[config.mk]
export PLATFORM = sky130hd
export DESIGN_NAME = des_key_schedule
export DESIGN_NICKNAME = d
export VERILOG_FILES = /design/src/rtl/des_pkg.sv /design/src/rtl/des_pc2.sv /design/src/rtl/des_key_schedule.sv
export SDC_FILE = /design/constraint.sdc
export NUM_CORES = 1
export LEC_CHECK = 0
export ABC_AREA = 1
export CAP_MARGIN = 10
export CORE_MARGIN = 2
export CORE_UTILIZATION = 52
export CTS_CLUSTER_DIAMETER = 120
export DETAILED_ROUTE_END_ITERATION = 6
export PLACE_DENSITY_LB_ADDON = 0.08
export SETUP_SLACK_MARGIN = 0.05
export SLEW_MARGIN = 20
export SYNTH_ARGS = -nofsm -noshare
export SYNTH_HDL_FRONTEND = slang
export SYNTH_SLANG_ARGS = --single-unit
export TNS_END_PERCENT = 100
[constraint.sdc]
create_clock -name clk -period 2.2 [get_ports clk]
set_input_delay 0.44 -clock clk [delete_from_list [all_inputs] [get_ports clk]]
set_output_delay 0.44 -clock clk [all_outputs]
set_load 0.005 [all_outputs]
[src/rtl/des_pkg.sv]
// -----------------------------------------------------------------------------
// des_pkg
// Shared DES key-schedule definitions: the PC-1 and PC-2 bit-selection tables,
// the 16-entry left-shift schedule, the key-schedule FSM state type, and small
// helpers for PC-1 and 28-bit rotation.
// Table entries use DES numbering: bit 1 is the most significant bit.
// -----------------------------------------------------------------------------
package des_pkg;

  typedef enum logic [1:0] {
    IDLE   = 2'd0,
    ACTIVE = 2'd1,
    DONE   = 2'd2
  } ks_state_e;

  localparam int PC1 [56] = '{
    57, 49, 41, 33, 25, 17,  9,
     1, 58, 50, 42, 34, 26, 18,
    10,  2, 59, 51, 43, 35, 27,
    19, 11,  3, 60, 52, 44, 36,
    63, 55, 47, 39, 31, 23, 15,
     7, 62, 54, 46, 38, 30, 22,
    14,  6, 61, 53, 45, 37, 29,
    21, 13,  5, 28, 20, 12,  4
  };

  localparam int PC2 [48] = '{
    14, 17, 11, 24,  1,  5,
     3, 28, 15,  6, 21, 10,
    23, 19, 12,  4, 26,  8,
    16,  7, 27, 20, 13,  2,
    41, 52, 31, 37, 47, 55,
    30, 40, 51, 45, 33, 48,
    44, 49, 39, 56, 34, 53,
    46, 42, 50, 36, 29, 32
  };

  // Left-rotate amount applied going into DES rounds 1..16 (index 0 = round 1).
  localparam int SHIFTS [16] = '{1, 1, 2, 2, 2, 2, 2, 2, 1, 2, 2, 2, 2, 2, 2, 1};

  // PC-1: 64-bit key (parity bits included) to 56-bit C||D, C in the upper half.
  function automatic logic [55:0] pc1_perm(input logic [63:0] key);
    logic [55:0] cd;
    cd = '0;
    for (int i = 0; i < 56; i++) begin
      cd[6'(55 - i)] = key[6'(64 - PC1[i])];
    end
    return cd;
  endfunction

  // Rotations only ever move by 1 or 2 places.
  function automatic logic [27:0] rotl28(input logic [27:0] x, input int amt);
    return (amt == 2) ? {x[25:0], x[27:26]} : {x[26:0], x[27]};
  endfunction

  function automatic logic [27:0] rotr28(input logic [27:0] x, input int amt);
    return (amt == 2) ? {x[1:0], x[27:2]} : {x[0], x[27:1]};
  endfunction

endpackage

[src/rtl/des_pc2.sv]
// -----------------------------------------------------------------------------
// des_pc2
// Combinational DES PC-2 permutation: 56-bit C||D in, 48-bit round subkey out.
// Ports:
//   cd_in      [55:0]  C half in [55:28], D half in [27:0]
//   subkey_out [47:0]  selected subkey, DES bit 1 at [47]
// -----------------------------------------------------------------------------
module des_pc2
  import des_pkg::*;
(
  input  logic [55:0] cd_in,
  output logic [47:0] subkey_out
);

  // Pure bit selection; eight C||D bits are intentionally dropped by PC-2.
  always_comb begin
    subkey_out = '0;
    for (int i = 0; i < 48; i++) begin
      subkey_out[6'(47 - i)] = cd_in[6'(56 - PC2[i])];
    end
  end

endmodule

[src/rtl/des_key_schedule.sv]
// -----------------------------------------------------------------------------
// des_key_schedule
// Generates the 16 DES round subkeys one at a time, in encrypt order K1..K16 or
// decrypt order K16..K1, advancing on each round_inc from the consumer.
// Optional feature macro: KEY_PARITY_CHECK_EN (per-byte odd-parity check of the
// loaded key; without it parity_err is tied to 0).
// Ports:
//   clk          system clock, rising edge
//   n_rst        asynchronous active-low reset
//   key_load     one-cycle pulse capturing key_in and decrypt
//   key_in[63:0] DES key, bit 63 = DES bit 1
//   decrypt      0 = encrypt order, 1 = decrypt order
//   round_inc    current subkey consumed, advance
//   subkey[47:0] current registered subkey
//   round_number issue-order index 0..15
//   key_valid    high only while the schedule is active
//   done         high after all 16 subkeys were consumed
//   parity_err   key parity error flag
// -----------------------------------------------------------------------------
module des_key_schedule
  import des_pkg::*;
(
  input  logic        clk,
  input  logic        n_rst,
  input  logic        key_load,
  input  logic [63:0] key_in,
  input  logic        decrypt,
  input  logic        round_inc,
  output logic [47:0] subkey,
  output logic [3:0]  round_number,
  output logic        key_valid,
  output logic        done,
  output logic        parity_err
);

  ks_state_e   state_q, state_nxt;
  logic [27:0] c_q, d_q, c_nxt, d_nxt;
  logic [55:0] cd_load;
  logic [47:0] subkey_q, subkey_nxt;
  logic [3:0]  round_q;
  logic [3:0]  enc_idx, dec_idx;
  logic        decrypt_q;
  logic        step;

  assign cd_load = pc1_perm(key_in);

  // key_load has priority, so a coincident round_inc is simply dropped.
  assign step = round_inc && (state_q == ACTIVE) && !key_load;

  // At issue index r, encrypt moves into DES round r+2 and decrypt backs out
  // of DES round 16-r; both index the 0-based shift table.
  assign enc_idx = round_q + 4'd1;
  assign dec_idx = 4'd15 - round_q;

  // FSM state register
  always_ff @(posedge clk or negedge n_rst) begin
    if (!n_rst) state_q <= IDLE;
    else        state_q <= state_nxt;
  end

  // FSM next-state
  always_comb begin
    state_nxt = state_q;
    if (key_load)                      state_nxt = ACTIVE;
    else if (step && round_q == 4'd15) state_nxt = DONE;
  end

  // Next C/D. Encrypt pre-rotates on load so K1 is ready one cycle later;
  // decrypt loads C0/D0 unrotated, which equal C16/D16, giving K16 first.
  always_comb begin
    c_nxt = c_q;
    d_nxt = d_q;
    if (key_load) begin
      if (decrypt) begin
        c_nxt = cd_load[55:28];
        d_nxt = cd_load[27:0];
      end else begin
        c_nxt = rotl28(cd_load[55:28], SHIFTS[0]);
        d_nxt = rotl28(cd_load[27:0], SHIFTS[0]);
      end
    end else if (step && round_q != 4'd15) begin
      if (decrypt_q) begin
        c_nxt = rotr28(c_q, SHIFTS[dec_idx]);
        d_nxt = rotr28(d_q, SHIFTS[dec_idx]);
      end else begin
        c_nxt = rotl28(c_q, SHIFTS[enc_idx]);
        d_nxt = rotl28(d_q, SHIFTS[enc_idx]);
      end
    end
  end

  des_pc2 u_pc2 (
    .cd_in      ({c_nxt, d_nxt}),
    .subkey_out (subkey_nxt)
  );

  // Datapath registers; subkey is registered from the next C/D so it lines
  // up with round_number on the same edge.
  always_ff @(posedge clk or negedge n_rst) begin
    if (!n_rst) begin
      c_q       <= '0;
      d_q       <= '0;
      subkey_q  <= '0;
      round_q   <= '0;
      decrypt_q <= 1'b0;
    end else begin
      c_q <= c_nxt;
      d_q <= d_nxt;
      if (key_load || step) subkey_q <= subkey_nxt;
      if (key_load) begin
        round_q   <= '0;
        decrypt_q <= decrypt;
      end else if (step && round_q != 4'd15) begin
        round_q <= round_q + 4'd1;
      end
    end
  end

`ifdef KEY_PARITY_CHECK_EN
  logic parity_q;
  logic any_even;

  // DES keys carry odd parity per byte; an even byte flags an error.
  always_comb begin
    any_even = 1'b0;
    for (int b = 0; b < 8; b++) begin
      if (~^key_in[b*8 +: 8]) any_even = 1'b1;
    end
  end

  // Parity flag register, refreshed only on key_load
  always_ff @(posedge clk or negedge n_rst) begin
    if (!n_rst)        parity_q <= 1'b0;
    else if (key_load) parity_q <= any_even;
  end

  assign parity_err = parity_q;
`else
  assign parity_err = 1'b0;
`endif

  assign subkey       = subkey_q;
  assign round_number = round_q;
  assign key_valid    = (state_q == ACTIVE);
  assign done         = (state_q == DONE);

endmodule
==> qor.yml <==
cts_buffer_depth: 2
rows: 38
report.final.slew_viol_count: 0
timing.hold.ws_ns: 0.0126
synth_most_common_cell: "nand2_1"
fin_util: 0.627
grt.total_usage: 0.272
setup_viol: 0
hold_violations: 0
synth_seq_cells: 89
cts_root_buf: "clkbuf_8"
cts_tree: "done"
grt_overflow_total: 0
worstPathMaxFanout: 17
rsz0062_at_grt: "false"
ys_seq_area_frac: 0.388
ios: 124
critPathCaptureType: "flop"
startpoint_type: "flop"
status: "complete, no violations"
cap_viol_max_count: 0
antenna_found_initial: 0
worstPathRequired_ns: 2.48
core_area_um2: 10800
clk_pin_slew_ns: 0.09
die-area_um2: 11900
wl_mm: 15.6
grt_pass1_vias: 5551
grt_pass1_wl_mm: 25.3
dieHeight_um: 109
worst_pin_slew_ns: 0.554
power_leakage_nw: 3.23
dr.pass1.iters: 5
async_reset_ff_frac: 1.00
syn_inst: 835
ctsHoldBuffers: 0
synth_edf_count: 0
place_congestion: 0.883
synth.area.top_cells: "dfrtp_1 39%, nand2_1 20%, nand3_1 9.1%, o211ai_1 7.1%, inv_1 4.6%"
ant_nets: 0
ir_drop_mv: 0.411
synth_commonest_cells: "299 x nand2_1, 104 x nand3_1, 89 x dfrtp_1"
period_share: 0.909
wl_per_cell_um: 15.2
yosysWarnings: 0
synth_compound_area_frac: 0.149
finClkSkew_ns: 0.00712
ys_types: 28
synth_top_family_by_area: "simple AND/OR/NAND/NOR gates"
power_density_nw_per_um2: 741
syn_area_per_cell_um2: 6.88
hpwlAfterDp_mm: 10.6
synthSimpleGateAreaFrac: 0.322
max_slew_margin: 0.631
avgViaCountPerCell: 5.51
yosys.area.top_type: "dfrtp_1"
cts_buffers: 9
remaining_drc_errors: 0
clkLatencyLatePin_ns: 0.38
route.vias.total: 5656
hold_path.class: "in2async"
setup_tns_ns: 0
portBuffers: 52
final_net_count: 957
dp_cells: 1009
cp.arrival_ns: 2.28
synth_top_area_frac: 0.388
area_growth_pct: 17.7
h-tree-depth: 3
postCtsSetupBuffers: 0
start_util: 0.532
fin_cells: 1027
synthAdderAreaFrac: 0.0131
synthesis.area_um2: 5740
synthXorXnorAreaFrac: 0
fmax_mhz: 500
layout_min_cycle_time_ns: 2.00
grt_max_degree: 54
drive_gt1_frac: 0.0857
cts_resized: 0
synthMuxAreaShare: 0
fp.dieW_um: 109
drtIter0Drc: 471
num_antenna_cells: 0
critical_path_class: "reg2reg"
ys_dominant_reg_cell: "dfrtp_1"
clock-sinks: 89
-- through the flow --
step | total power, mW | area, um^2 | setup slack [ns]
4_1_cts | 4.95 | 6680 | 0.0643
5_1_grt | 5.33 | 6760 | 0.0514
3_5_place_dp | 3.78 | 6480 | 0.0559
6_report | 5.01 | 6760 | 0.200
3_3_place_gp | 3.74 | 6480 | 0.0828
2_1_floorplan | 3.17 | 5830 | 0.335
-- layer usage --
metal | share of wire | track usage
met4 | 0.023 | 0.133
met5 | 0 | 0
met3 | 0.049 | 0.0383
met2 | 0.50 | 0.479
met1 | 0.43 | 0.324
-- cell families after synthesis --
| logic type | count (synthesis) |
|---|---|
| flip-flops | 89 |
| AND/OR/NAND/NOR | 449 |
| other | 1 |
| adder cells (fa/ha/maj) | 6 |
| buffers and inverters | 155 |
| AO/OA/AOI/OAI | 135 |
-- state kept, by name, summed over array words and instances, names as in the netlist --
register	flops
subkey	26
round_number	4
state_q	2
d_q	28
c_q	28
decrypt_q	1
-- area by class of cell --
class                           instances  area, um^2
Fill cell                            1005        4030
Multi-Input combinational cell        613        2890
Sequential cell                        89        2230
Timing Repair Buffer                   91         978
Inverter                               78         298
Tap cell                              140         175
Clock buffer                           10         128
Clock inverter                          6        67.6
-- path summary, 6_finish.rpt --
path / startpoint / slack (ns) / endpoint / cells after the start
hold reg to reg: subkey[19] / 0.48 / subkey[19] / 2
max in group asynchronous: n_rst / 1.60 / c_q[5] / 2
min in group clk: subkey[19] / 0.48 / subkey[19] / 2
hold / removal: n_rst / 0.01 / c_q[18] / 1
setup / recovery: round_number[1] / 0.20 / subkey[31] / 14
setup reg to reg: round_number[1] / 0.20 / subkey[31] / 14
-- cell usage in the layout (no fill, tap or decap), drive strengths merged, types with 7 or more instances in the layout --
master	count
conb	23
o22ai	7
nand3	104
a22oi	9
nor2	40
dfrtp	89
buf	38
inv	78
o211ai	54
o21ai	48
nand2	303
clkdlybuf4s50	51
clkbuf	12
a21oi	13
-- worst max-delay path, cell delays in order (launching register included) --
cell,delay [ns]
dfrtp_2,0.43
inv_1,0.09
ha_1,0.18
nor2_1,0.11
nand2_1,0.06
nand3_1,0.12
nand2_4,0.12
buf_12,0.18
or2_2,0.27
nand2_1,0.07
nand2_1,0.05
nand2_1,0.05
nand2_1,0.07
nand2_1,0.06
nand2_1,0.05
-- where the power goes --
part / internal, mW / switching [mW]
registers: 1.85 / 0.164
logic: 0.761 / 1.08
clock network: 0.529 / 0.629
total: 3.14 / 1.87
Power figures use the tool's default switching activity.
